[src/rtl/text_buffer_writer.sv]
// ---------------------------------------------------------------------------
// text_buffer_writer
//
// Write-port driver for a 2D character RAM of ROWS x COLS cells, each
// DATA_WIDTH bits wide. A stream of ASCII bytes arrives over a valid/ready
// handshake. Each byte becomes at most one single-cycle RAM write, and the
// block keeps a text cursor. A clear request sweeps a space (0x20) into every
// cell.
//
// Handshake: a byte is taken on every rising edge where in_valid && in_ready.
// in_ready is combinational and depends only on the FSM state and on clear.
// The producer may hold in_valid high for any number of cycles. A byte that
// is not taken must be presented again.
//
// Ports
//   clk         system clock, rising edge
//   rst         synchronous active-high reset
//   in_valid    in_data carries a byte
//   in_data     ASCII byte
//   in_ready    byte will be taken this edge: (state == IDLE) && !clear
//   clear       request a full-buffer clear (only looked at in IDLE)
//   we          RAM write enable (registered, one cycle per write)
//   w_row       RAM write row (registered)
//   w_col       RAM write column (registered)
//   din         RAM write data (registered, zero-extended byte)
//   cur_row     cursor row
//   cur_col     cursor column
//   busy        clear sweep in progress
//   dbg_state_o FSM state (0 = IDLE, 1 = CLEAR)
// ---------------------------------------------------------------------------
module text_buffer_writer #(
    parameter int DATA_WIDTH = 8,
    parameter int ROWS       = 4,
    parameter int COLS       = 32,
    localparam int RW        = $clog2(ROWS),
    localparam int CW        = $clog2(COLS)
) (
    input  logic                  clk,
    input  logic                  rst,
    input  logic                  in_valid,
    input  logic [7:0]            in_data,
    output logic                  in_ready,
    input  logic                  clear,
    output logic                  we,
    output logic [RW-1:0]         w_row,
    output logic [CW-1:0]         w_col,
    output logic [DATA_WIDTH-1:0] din,
    output logic [RW-1:0]         cur_row,
    output logic [CW-1:0]         cur_col,
    output logic                  busy,
    output logic                  dbg_state_o
);

    typedef enum logic {
        ST_IDLE  = 1'b0,
        ST_CLEAR = 1'b1
    } state_t;

    localparam logic [7:0]    CH_BS    = 8'h08;
    localparam logic [7:0]    CH_LF    = 8'h0A;
    localparam logic [7:0]    CH_CR    = 8'h0D;
    localparam logic [7:0]    CH_SPACE = 8'h20;
    localparam logic [7:0]    CH_TILDE = 8'h7E;

    // Wrap points are compared explicitly, so that row and column counts
    // that are not a power of two still wrap correctly.
    localparam logic [RW-1:0] ROW_LAST = RW'(ROWS - 1);
    localparam logic [CW-1:0] COL_LAST = CW'(COLS - 1);

    state_t                  state_q, state_d;
    logic [RW-1:0]           cur_row_q, cur_row_d;
    logic [CW-1:0]           cur_col_q, cur_col_d;
    logic [RW-1:0]           sw_row_q, sw_row_d;   // clear-sweep position
    logic [CW-1:0]           sw_col_q, sw_col_d;
    logic                    we_q, we_d;
    logic [RW-1:0]           w_row_q, w_row_d;
    logic [CW-1:0]           w_col_q, w_col_d;
    logic [DATA_WIDTH-1:0]   din_q, din_d;

    logic                    accept;
    logic                    printable;
    logic                    col_at_last;
    logic                    row_at_last;

    assign in_ready    = (state_q == ST_IDLE) && !clear;
    assign accept      = in_valid && in_ready;
    assign printable   = (in_data >= CH_SPACE) && (in_data <= CH_TILDE);
    assign col_at_last = (cur_col_q == COL_LAST);
    assign row_at_last = (cur_row_q == ROW_LAST);

    // ------------------------------------------------------------------
    // Next-state, cursor and write-port logic
    // ------------------------------------------------------------------
    always_comb begin
        state_d   = state_q;
        cur_row_d = cur_row_q;
        cur_col_d = cur_col_q;
        sw_row_d  = sw_row_q;
        sw_col_d  = sw_col_q;
        we_d      = 1'b0;
        w_row_d   = w_row_q;
        w_col_d   = w_col_q;
        din_d     = din_q;

        unique case (state_q)
            ST_IDLE: begin
                if (clear) begin
                    // Clear wins over a simultaneous byte. in_ready is
                    // already low, so the byte stays with the producer.
                    state_d  = ST_CLEAR;
                    sw_row_d = '0;
                    sw_col_d = '0;
                end else if (accept) begin
                    if (printable) begin
                        we_d    = 1'b1;
                        w_row_d = cur_row_q;
                        w_col_d = cur_col_q;
                        din_d   = DATA_WIDTH'(in_data);
                        if (col_at_last) begin
                            cur_col_d = '0;
                            cur_row_d = row_at_last ? '0 : cur_row_q + RW'(1);
                        end else begin
                            cur_col_d = cur_col_q + CW'(1);
                        end
                    end else if (in_data == CH_LF) begin
                        cur_col_d = '0;
                        cur_row_d = row_at_last ? '0 : cur_row_q + RW'(1);
                    end else if (in_data == CH_CR) begin
                        cur_col_d = '0;
                    end else if (in_data == CH_BS) begin
                        // Step back one cell and blank it. At the origin the
                        // byte is taken but nothing happens.
                        if (cur_col_q != '0) begin
                            cur_col_d = cur_col_q - CW'(1);
                            we_d      = 1'b1;
                            w_row_d   = cur_row_q;
                            w_col_d   = cur_col_q - CW'(1);
                            din_d     = DATA_WIDTH'(CH_SPACE);
                        end else if (cur_row_q != '0) begin
                            cur_row_d = cur_row_q - RW'(1);
                            cur_col_d = COL_LAST;
                            we_d      = 1'b1;
                            w_row_d   = cur_row_q - RW'(1);
                            w_col_d   = COL_LAST;
                            din_d     = DATA_WIDTH'(CH_SPACE);
                        end
                    end
                    // Any other byte is taken and dropped.
                end
            end

            ST_CLEAR: begin
                // One cell per cycle in row-major order. clear is not looked
                // at here, so a repeated request cannot restart the sweep.
                we_d    = 1'b1;
                w_row_d = sw_row_q;
                w_col_d = sw_col_q;
                din_d   = DATA_WIDTH'(CH_SPACE);
                if (sw_col_q == COL_LAST) begin
                    sw_col_d = '0;
                    if (sw_row_q == ROW_LAST) begin
                        state_d   = ST_IDLE;
                        sw_row_d  = '0;
                        cur_row_d = '0;
                        cur_col_d = '0;
                    end else begin
                        sw_row_d = sw_row_q + RW'(1);
                    end
                end else begin
                    sw_col_d = sw_col_q + CW'(1);
                end
            end

            default: begin
                state_d = ST_IDLE;
            end
        endcase
    end

    // ------------------------------------------------------------------
    // State registers
    // ------------------------------------------------------------------
    always_ff @(posedge clk) begin
        if (rst) begin
            state_q   <= ST_IDLE;
            cur_row_q <= '0;
            cur_col_q <= '0;
            sw_row_q  <= '0;
            sw_col_q  <= '0;
            we_q      <= 1'b0;
            w_row_q   <= '0;
            w_col_q   <= '0;
            din_q     <= '0;
        end else begin
            state_q   <= state_d;
            cur_row_q <= cur_row_d;
            cur_col_q <= cur_col_d;
            sw_row_q  <= sw_row_d;
            sw_col_q  <= sw_col_d;
            we_q      <= we_d;
            w_row_q   <= w_row_d;
            w_col_q   <= w_col_d;
            din_q     <= din_d;
        end
    end

    assign we          = we_q;
    assign w_row       = w_row_q;
    assign w_col       = w_col_q;
    assign din         = din_q;
    assign cur_row     = cur_row_q;
    assign cur_col     = cur_col_q;
    assign busy        = (state_q == ST_CLEAR);
    assign dbg_state_o = state_q;

endmodule

[config.mk]
export PLATFORM = sky130hd
export DESIGN_NAME = text_buffer_writer
export DESIGN_NICKNAME = d
export VERILOG_FILES = /design/src/rtl/text_buffer_writer.sv
export SDC_FILE = /design/constraint.sdc
export NUM_CORES = 1
export LEC_CHECK = 0
export CAP_MARGIN = 10
export CELL_PAD_IN_SITES_DETAIL_PLACEMENT = 1
export CELL_PAD_IN_SITES_GLOBAL_PLACEMENT = 1
export CORE_MARGIN = 3
export CORE_UTILIZATION = 41
export CTS_CLUSTER_DIAMETER = 40
export CTS_CLUSTER_SIZE = 30
export DETAILED_ROUTE_END_ITERATION = 8
export GPL_ROUTABILITY_DRIVEN = 0
export GPL_TIMING_DRIVEN = 0
export PLACE_DENSITY_LB_ADDON = 0.1
export SLEW_MARGIN = 30
export SYNTH_ARGS = -nofsm -noshare
export SYNTH_HDL_FRONTEND = slang
export SYNTH_SLANG_ARGS = --single-unit
export TNS_END_PERCENT = 50
[constraint.sdc]
create_clock -name clk -period 6.2 [get_ports clk]
set_input_delay 1.24 -clock clk [delete_from_list [all_inputs] [get_ports clk]]
set_output_delay 1.24 -clock clk [all_outputs]
set_load 0.05 [all_outputs]
---- Word-level counts from Yosys, hierarchy flattened ----
Cells that the tools add are included.
cells by class
  bitwise gates (word level) .............. 1
  eq/ne operators ......................... 23
  $lt $le $gt $ge ......................... 2
  mux-type cells .......................... 68
  reductions and logical operators ........ 10
  add/subtract/negate cells ............... 6
operators by type and width
  cell                                                                count
  two-way mux 5 bit                                                   18
  two-way mux 8 bit                                                   8
  two-way mux 2 bit                                                   22
  case mux 5 bit (2 select lines)                                     3
  equality test 8 x 4 -> 1 bit (second input constant)                3
  case mux 8 bit (2 select lines)                                     1
  inequality test 4 x 2 -> 1 bit (second input constant)              3
  case mux 2 bit (2 select lines)                                     3
  AND reduction 6 bit                                                 2
  two-way mux 1 bit                                                   11
  adder 5 x 1 -> 5 bit (second input constant)                        2
  equality test 5 bit (second input constant)                         2
  inequality test 3 bit (second input constant)                       3
  AND reduction 9 bit                                                 1
  greater-or-equal comparator 8 x 6 -> 1 bit (second input constant)  1
  less-or-equal comparator 8 x 7 -> 1 bit (second input constant)     1
  inequality test 4 bit (second input constant)                       2
  inequality test 2 bit (second input constant)                       3
  inequality test 6 x 2 -> 1 bit (second input constant)              1
  inequality test 5 x 2 -> 1 bit (second input constant)              1
  nonzero test 5 bit                                                  1
  subtractor 5 x 1 -> 5 bit (second input constant)                   1
  adder 2 x 1 -> 2 bit (second input constant)                        2
  equality test 2 bit (second input constant)                         2
  other kinds (9)                                                     13
word-level totals
  output and inout bits ................... 26
  bits in registers ....................... 31
  input port bits ......................... 12

---- Logic depth before layout (Yosys ltp) ----
Gate-level depths: netlist of the first run.
  word-level depth ........................ 10
  depth in mapped cells ................... 8
  depth with buffers taken out ............ 7

---- Worst setup path before layout of the first run ----
OpenSTA, ideal clock, no wires.
  kind .................................... input -> output
  from .................................... in clear
  to ...................................... out in_ready
  stages on the path ...................... 1
  path slack .............................. 2,927 ps
  arrival time ............................ 2,033 ps
  buffers on the path ..................... 0
  cell sequence ........................... nor2_1
on the way
  cells in the longest elaborated chain, start to end .. 2
RTL lines
  item               line  text
  from (decl)        43    input logic clear,
  logical NOT 1 bit  85    assign in_ready = (state_q == ST_IDLE) && !clear;
  logical AND 1 bit  85
  to (decl)          42    output logic in_ready,
No other way between the ends.

---- Worst setup path after layout of the first run ----
Same ends and word-level chain as after synthesis.

==> results of run 1 <==
==> worst register-to-register path, delay by kind of cell, from the launching register on <==
| family | cells | cell delay, ns |
|---|---|---|
| adders and majority gates | 1 | 0.36 |
| buffers and inverters | 1 | 0.14 |
| AOI/OAI and AO/OA | 4 | 1.29 |
| and+or+nand+nor | 1 | 0.57 |
| DFF | 1 | 0.40 |
==> placed cells by master (no fill, tap or decap), drive strengths merged, types with 5 or more instances in the layout <==
cell,netlist,final
a2111oi,9,9
a21oi,16,16
clkbuf,10,17
clkdlybuf4s50,0,37
dfxtp,31,31
ha,8,8
inv,15,15
nand2,15,15
nor2,32,32
nor3,8,8
nor3b,5,5
o21ai,12,12
==> state kept, by name, indices dropped and copies added (netlist names) <==
signal    cells
sw_row_q      2
w_col         5
w_row         2
busy          1
sw_col_q      5
cur_col       5
we            1
cur_row       2
din           8
==> routing by layer <==
| metal | track usage [%] | vias to the layer above |
|---|---|---|
| met5 | 0 | - |
| met4 | 9.881 | 0 |
| met3 | 4.539 | 10 |
| met2 | 38.59 | 65 |
| met1 | 30.91 | 958 |
| li1 | - | 968 |
==> kinds of logic (layout without fill, tap and decap cells) <==
| family | count (synthesis) | after routing | synth area share, % |
|---|---|---|---|
| XOR/XNOR | 2 | 2 | 0.8988 |
| buffers and inverters | 29 | 74 | 7.060 |
| AND/OR/NAND/NOR | 88 | 88 | 24.33 |
| AO/OA/AOI/OAI | 77 | 77 | 30.75 |
| adder cells (fa/ha/maj) | 8 | 8 | 5.135 |
| flip-flops | 31 | 31 | 31.84 |
==> through the flow <==
stage	hold WS [ns]	total power, mW	area, µm²	worst slack, ns
floorplan	0.4692	0.2960	1949	2.927
global placement	0.4492	0.3379	2385	1.964
detailed placement	0.4493	0.3400	2386	1.942
CTS	0.4685	0.4993	2467	1.945
global route	0.5069	0.5179	2467	1.828
finish	0.4640	0.4946	2467	1.929
==> power groups by stage <==
stage / Sequential, mW / Clock [mW] / Combinational (mW)
after floorplan: 0.239 / 0 / 0.0568
after global placement: 0.218 / 0 / 0.120
after detailed placement: 0.218 / 0 / 0.122
after CTS: 0.214 / 0.163 / 0.123
after global routing: 0.215 / 0.170 / 0.133
final: 0.214 / 0.158 / 0.123
==> cell type report <==
class                   count  area [µm²]
clock inverters             1       5.005
multi-input cells         175        1192
flip-flops and latches     31       620.6
plain buffers              14       81.33
well taps                  52       65.06
inverters                  15       56.30
repair buffers             37       370.4
fillers                   569        2007
clock buffers               7       76.32
==> how the worst min path moves through the flow <==
stage,startpoint,endpoint,slack [ns],cells after the start
2_1_floorplan,sw_row_q[1]$_SDFFE_PP0P_,w_row[1]$_SDFFE_PP0P_,0.47,2
3_3_place_gp,din[5]$_SDFFE_PP0P_,din[5]$_SDFFE_PP0P_,0.45,2
5_1_grt,din[5]$_SDFFE_PP0P_,din[5]$_SDFFE_PP0P_,0.51,2
3_5_place_dp,din[5]$_SDFFE_PP0P_,din[5]$_SDFFE_PP0P_,0.45,2
6_report,din[5]$_SDFFE_PP0P_,din[5]$_SDFFE_PP0P_,0.46,2
4_1_cts,din[5]$_SDFFE_PP0P_,din[5]$_SDFFE_PP0P_,0.47,2
==> impl_metrics.csv, run 1 <==
group,metric,value,unit
status,outcome,"finished, final reports clean",
setup_path,worst-path-buf-inv,2,
synth,async_reset_ff_share,0,%
layout,drive_above_1_share,8.929,%
pwr,power_density,200.5,nW/µm²
setup_path,crit_start,"clear",
timing,min_period,4.271,ns
placement,dp_hpwl,4599,µm
setup_path,crit_path_max_fanout,7,
global_routing,grt_usage,23.79,%
layout,insertedDiodeCount,0,
setup_path,r2r_slack,3.34,ns
die,fp.dieH,74.96,µm
die,fp.dieW,74.96,µm
timing,setup_tns,0,ns
synth,yosysTopAreaCell,"dfxtp_1",
clock_tree,cts.path.max_buffers,2,
synth,yosys_register_bits,31,
drt,drtIter0Drc,62,
synth,yosys_most_used_dff,"dfxtp_1",
die,dieArea,5618,µm²
die,io_pins,38,
drt,met3WireLength,285,µm
setup_path,reg2reg_depth,7,
setup_path,cp_num_cells,3,
synth,ys_seq_area_share,31.84,%
global_routing,grt-ovfl-total,0,
clock_tree,cts_sinks,31,
setup_path,start_kind,"primary input",
drt,drt_pre_antenna_iters,4,
layout,nets,299,
die,rows,24,
placement,port_buffers,37,
timing,finalCritPeriodShare,68.88,%
pwr,pwr-share-comb,24.8,%
timing,hold_viol_final,0,
drt,highest_layer,"met4",
pwr,switching_power,166.2,µW
drt,wire_per_inst,18.61,µm
pwr,p_leak,0.9052,nW
global_routing,grt_pass1_wl,10140,µm
clock_tree,cts_max_level,2,
flow_run,drv_cap,0,
global_routing,antenna_found_initial,0,
clock_tree,ctsResizeCount,0,
global_routing,grt_max_degree,11,
clock_tree,postCtsSetupBuffers,0,
drt,wl_met1,2862,µm
setup_path,path_delay_family,"buffers and inverters",
setup_path,cpPeakStageDelay,0.89,ns
timing,setup_viol,0,
synth,syn_area,1949,µm²
timing,fmax,0.2342,GHz
pwr,seq_power_share,43.2,%
drt,antenna_left,0,
drt,vias,2001,
drt,dr_wl_met2,2907,µm
clock_tree,cts_buffers,5,
synth,syn_nets,255,
setup_path,cp_common_cell,"clkdlybuf4s50_1",
setup_path,cp.arrival,3.03,ns
setup_path,path_class,"primary input to output port",
placement,dp_cells,324,
setup_path,crit_path_end_kind,"output port",
synth,synth_cell_types,60,
pwr,intPower,328.4,µW
layout,syn_to_final_growth,26.57,%
synth,syn_avg_cell_area,8.295,µm²
timing,maxSlewHeadroom,47.18,%
timing,worst_pin_slew,0.7903,ns
setup_path,crit_slowest_cell,"clkdlybuf4s50_1",
setup_path,endpoint,"in_ready",
synth,synth_most_common_cell,"nor2_1",
setup_path,crit_chain,"clkdlybuf4s50_1 > nor2_1 > clkdlybuf4s50_1",
clock_tree,cts_tree,"done",
drt,drc,0,
synth,synthTopCellsByArea,"dfxtp_1 (32%), nor2_1 (6.2%), ha_1 (5.1%), a21oi_1 (4.1%), a2111oi_0 (3.1%)",
synth,synthCells,235,
synth,synth-edff-count,0,
setup_path,reg2reg_to,"cur_col[2]$_SDFFE_PP0P_",
pwr,swShare,33.61,%
global_routing,grt_pass1_vias,2091,
setup_path,r2r_start,"cur_col[0]$_SDFFE_PP0P_",
pwr,clkPwrFrac,32.0,%
worst_hold_path,hold_path.class,"register to register",
synth,synth.top_cell.area_share,31.84,%
synth,synthTopCellsByCount,"nor2_1 (32), dfxtp_1 (31), a21oi_1 (16)",
pwr,vdd_ir_drop_max,0.1518,mV
drt,viasPerCell,6.027,
layout,final_cells,332,
timing,final_max_slew_viol_count,0,
synth,yosys_warnings,0,
die,start_util,43.57,%
timing,worst_clock_skew,0.006899,ns
die,coreArea,4474,µm²
setup_path,required,4.96,ns
clock_tree,clk_pin_slew,0.07,ns
clock_tree,cts-root-buf,"clkbuf_8",
timing,rsz0062_at_grt,"false",
clock_tree,clk_latency,0.29,ns
clock_tree,cts_hold_buf,0,
drt,wl,6180,µm
layout,fin_util,55.15,%
Note: power is estimated with default switching activity, not from simulation.
==> run 2, diff against run 1 <==
CORE_UTILIZATION = 38   (was 41)
clock period = 4.2 ns   (was 6.2 ns; I/O delays follow)
==> run 2 against run 1 <==
Effect of this change:
- worst setup slack worse by 1.2 ns
- total power grew 64%
- non-clock buffer count is the same
- wire length grew 0.92%
- critical endpoint unchanged
- sequential share of layout area down 0.55 points
- clock skew up 0.0021 ns
- critical path depth unchanged
- largest power group unchanged
- count of clock-buffer cells in the layout fell by 1
- sequential power rose by 48%
- clock power up 98%
==> impl_metrics.csv, run 2 (synthesis results as in run 1) <==
group,metric,value,unit
status,outcome,"finished, final reports clean",
drt,wl,6237,µm
clock_tree,clk_latency,0.29,ns
drt,wire_per_inst,17.97,µm
layout,final_cells,347,
layout,final_cell_mix,"clkdlybuf4s50_1 (37), nor2_1 (32), dfxtp_1 (31)",
clock_tree,cts.path.max_buffers,2,
die,fp.dieW,77.63,µm
pwr,p_leak,0.9242,nW
drt,vias,2036,
timing,maxSlewHeadroom,45.76,%
global_routing,grt_pass1_wl,10680,µm
setup_path,crit_path_max_fanout,7,
die,fp.dieH,77.63,µm
setup_path,path_class,"primary input to output port",
timing,rsz0062_at_grt,"false",
setup_path,crit_path_end_kind,"output port",
clock_tree,cts_hold_buf,0,
timing,hold_viol_final,0,
timing,setup_tns,0,ns
clock_tree,cts_buffers,5,
timing,worst_pin_slew,0.8116,ns
clock_tree,cts_tree,"done",
die,dieArea,6026,µm²
drt,drc,0,
drt,drt_pre_antenna_iters,4,
clock_tree,cts_sinks,31,
timing,min_period,3.493,ns
global_routing,grt_usage,22.18,%
global_routing,antenna_found_initial,0,
drt,drtIter0Drc,76,
global_routing,grt-ovfl-total,0,
timing,worst_clock_skew,0.008988,ns
pwr,vdd_ir_drop_max,0.1596,mV
global_routing,grt_max_degree,11,
die,coreArea,4848,µm²
worst_hold_path,hold_path.class,"register to register",
die,rows,25,
placement,port_buffers,37,
clock_tree,cts_max_level,2,
timing,setup_viol,0,
placement,dp_hpwl,4661,µm
setup_path,cp.arrival,2.65,ns
timing,finalCritPeriodShare,83.16,%
flow_run,drv_cap,0,
layout,largest_register_ffs,8,
layout,drive_above_1_share,9.643,%
die,io_pins,38,
layout,syn_to_final_growth,29.40,%
global_routing,grt_pass1_vias,2110,
layout,insertedDiodeCount,0,
clock_tree,cts-root-buf,"clkbuf_8",
layout,nets,299,
die,start_util,40.21,%
clock_tree,clk_pin_slew,0.06,ns
setup_path,crit_start,"clear",
timing,final_max_slew_viol_count,0,
pwr,power.total,810.5,µW
drt,antenna_left,0,
placement,dp_cells,339,
pwr,power_density,321.3,nW/µm²
timing,fmax,0.2863,GHz
layout,final_common_cell,"clkdlybuf4s50_1",
drt,viasPerCell,5.867,
worst_hold_path,worstHoldStart,"din[5]$_SDFFE_PP0P_",
layout,fillers,596,
setup_path,r2r_start,"cur_col[0]$_SDFFE_PP0P_",
setup_path,required,3.36,ns
setup_path,start_kind,"primary input",
clock_tree,ctsResizeCount,0,
clock_tree,postCtsSetupBuffers,0,
[run 2: cell count changes in the layout (fill, tap and decap cells not counted), sizes merged]
cell,change
clkbuf,-1
bufinv,+1
[run 2: path summary, 6_finish.rpt]
kind	end	slack, ns	cells past startpoint
setup / recovery	in_ready	0.71	3
hold / removal	din[5]$_SDFFE_PP0P_	0.46	2
setup reg to reg	cur_col[2]$_SDFFE_PP0P_	1.30	7
hold reg to reg	din[5]$_SDFFE_PP0P_	0.46	2
[run 2: worst max-delay path, stage by stage]
cell,delay [ns]
clkdlybuf4s50_1,0.50
nor2_1,0.42
clkdlybuf4s50_1,0.89
[run 2: area by class of cell]
type                       count  area [µm²]  share of cell area, %
sequential                    31       620.6                  24.60
multi-input combinational    175        1192                  47.27
tap                           67       83.83                  3.323
inverter                      15       56.30                  2.232
timing repair buffer          37       370.4                  14.68
buffer                        14       81.33                  3.224
clock inverter                 2       35.03                  1.389
clock buffer                   6       82.58                  3.274
[run 2: power by group]
group | switching (mW) | total, mW | internal (mW)
Clock | 0.121 | 0.313 | 0.192
Combinational | 0.118 | 0.182 | 0.0639
Sequential | 0.0110 | 0.316 | 0.305
Total | 0.250 | 0.810 | 0.560
[run 2: through the flow]
stage / instance area (µm²) / worst slack [ns] / hold slack [ns] / util (%)
finish: 2522 / 0.7075 / 0.4616 / 52.03
CTS: 2522 / 0.7152 / 0.4693 / 52.03
floorplan: 1949 / 1.657 / 0.4692 / -
global placement: 2404 / 0.7722 / 0.4480 / 49.57
global route: 2522 / 0.6439 / 0.4997 / 52.03
detailed placement: 2405 / 0.7172 / 0.4522 / 49.60
[run 2: per-layer routing]
metal  global-route usage [%]  wire [µm]
met1                    29.36       2821
met3                    3.132        255
met4                    7.295         88
met2                    36.90       3072
met5                        0          0
==> run 3, diff against run 2 <==
clock period = 3.29 ns   (was 4.2 ns; I/O delays follow)
==> results of run 3 <==
Same layout as run 2 (identical final DEF). Status: finished, final reports clean.
Among the figures that moved: setup slack after placement 0.7172 ns -> 0.1703 ns; setup slack after layout 0.7075 ns -> 0.1615 ns; register-to-register setup slack 1.30 ns -> 0.39 ns; total power 0.8105 mW -> 1.035 mW; worst IR drop on VDD 0.1596 mV -> 0.2037 mV
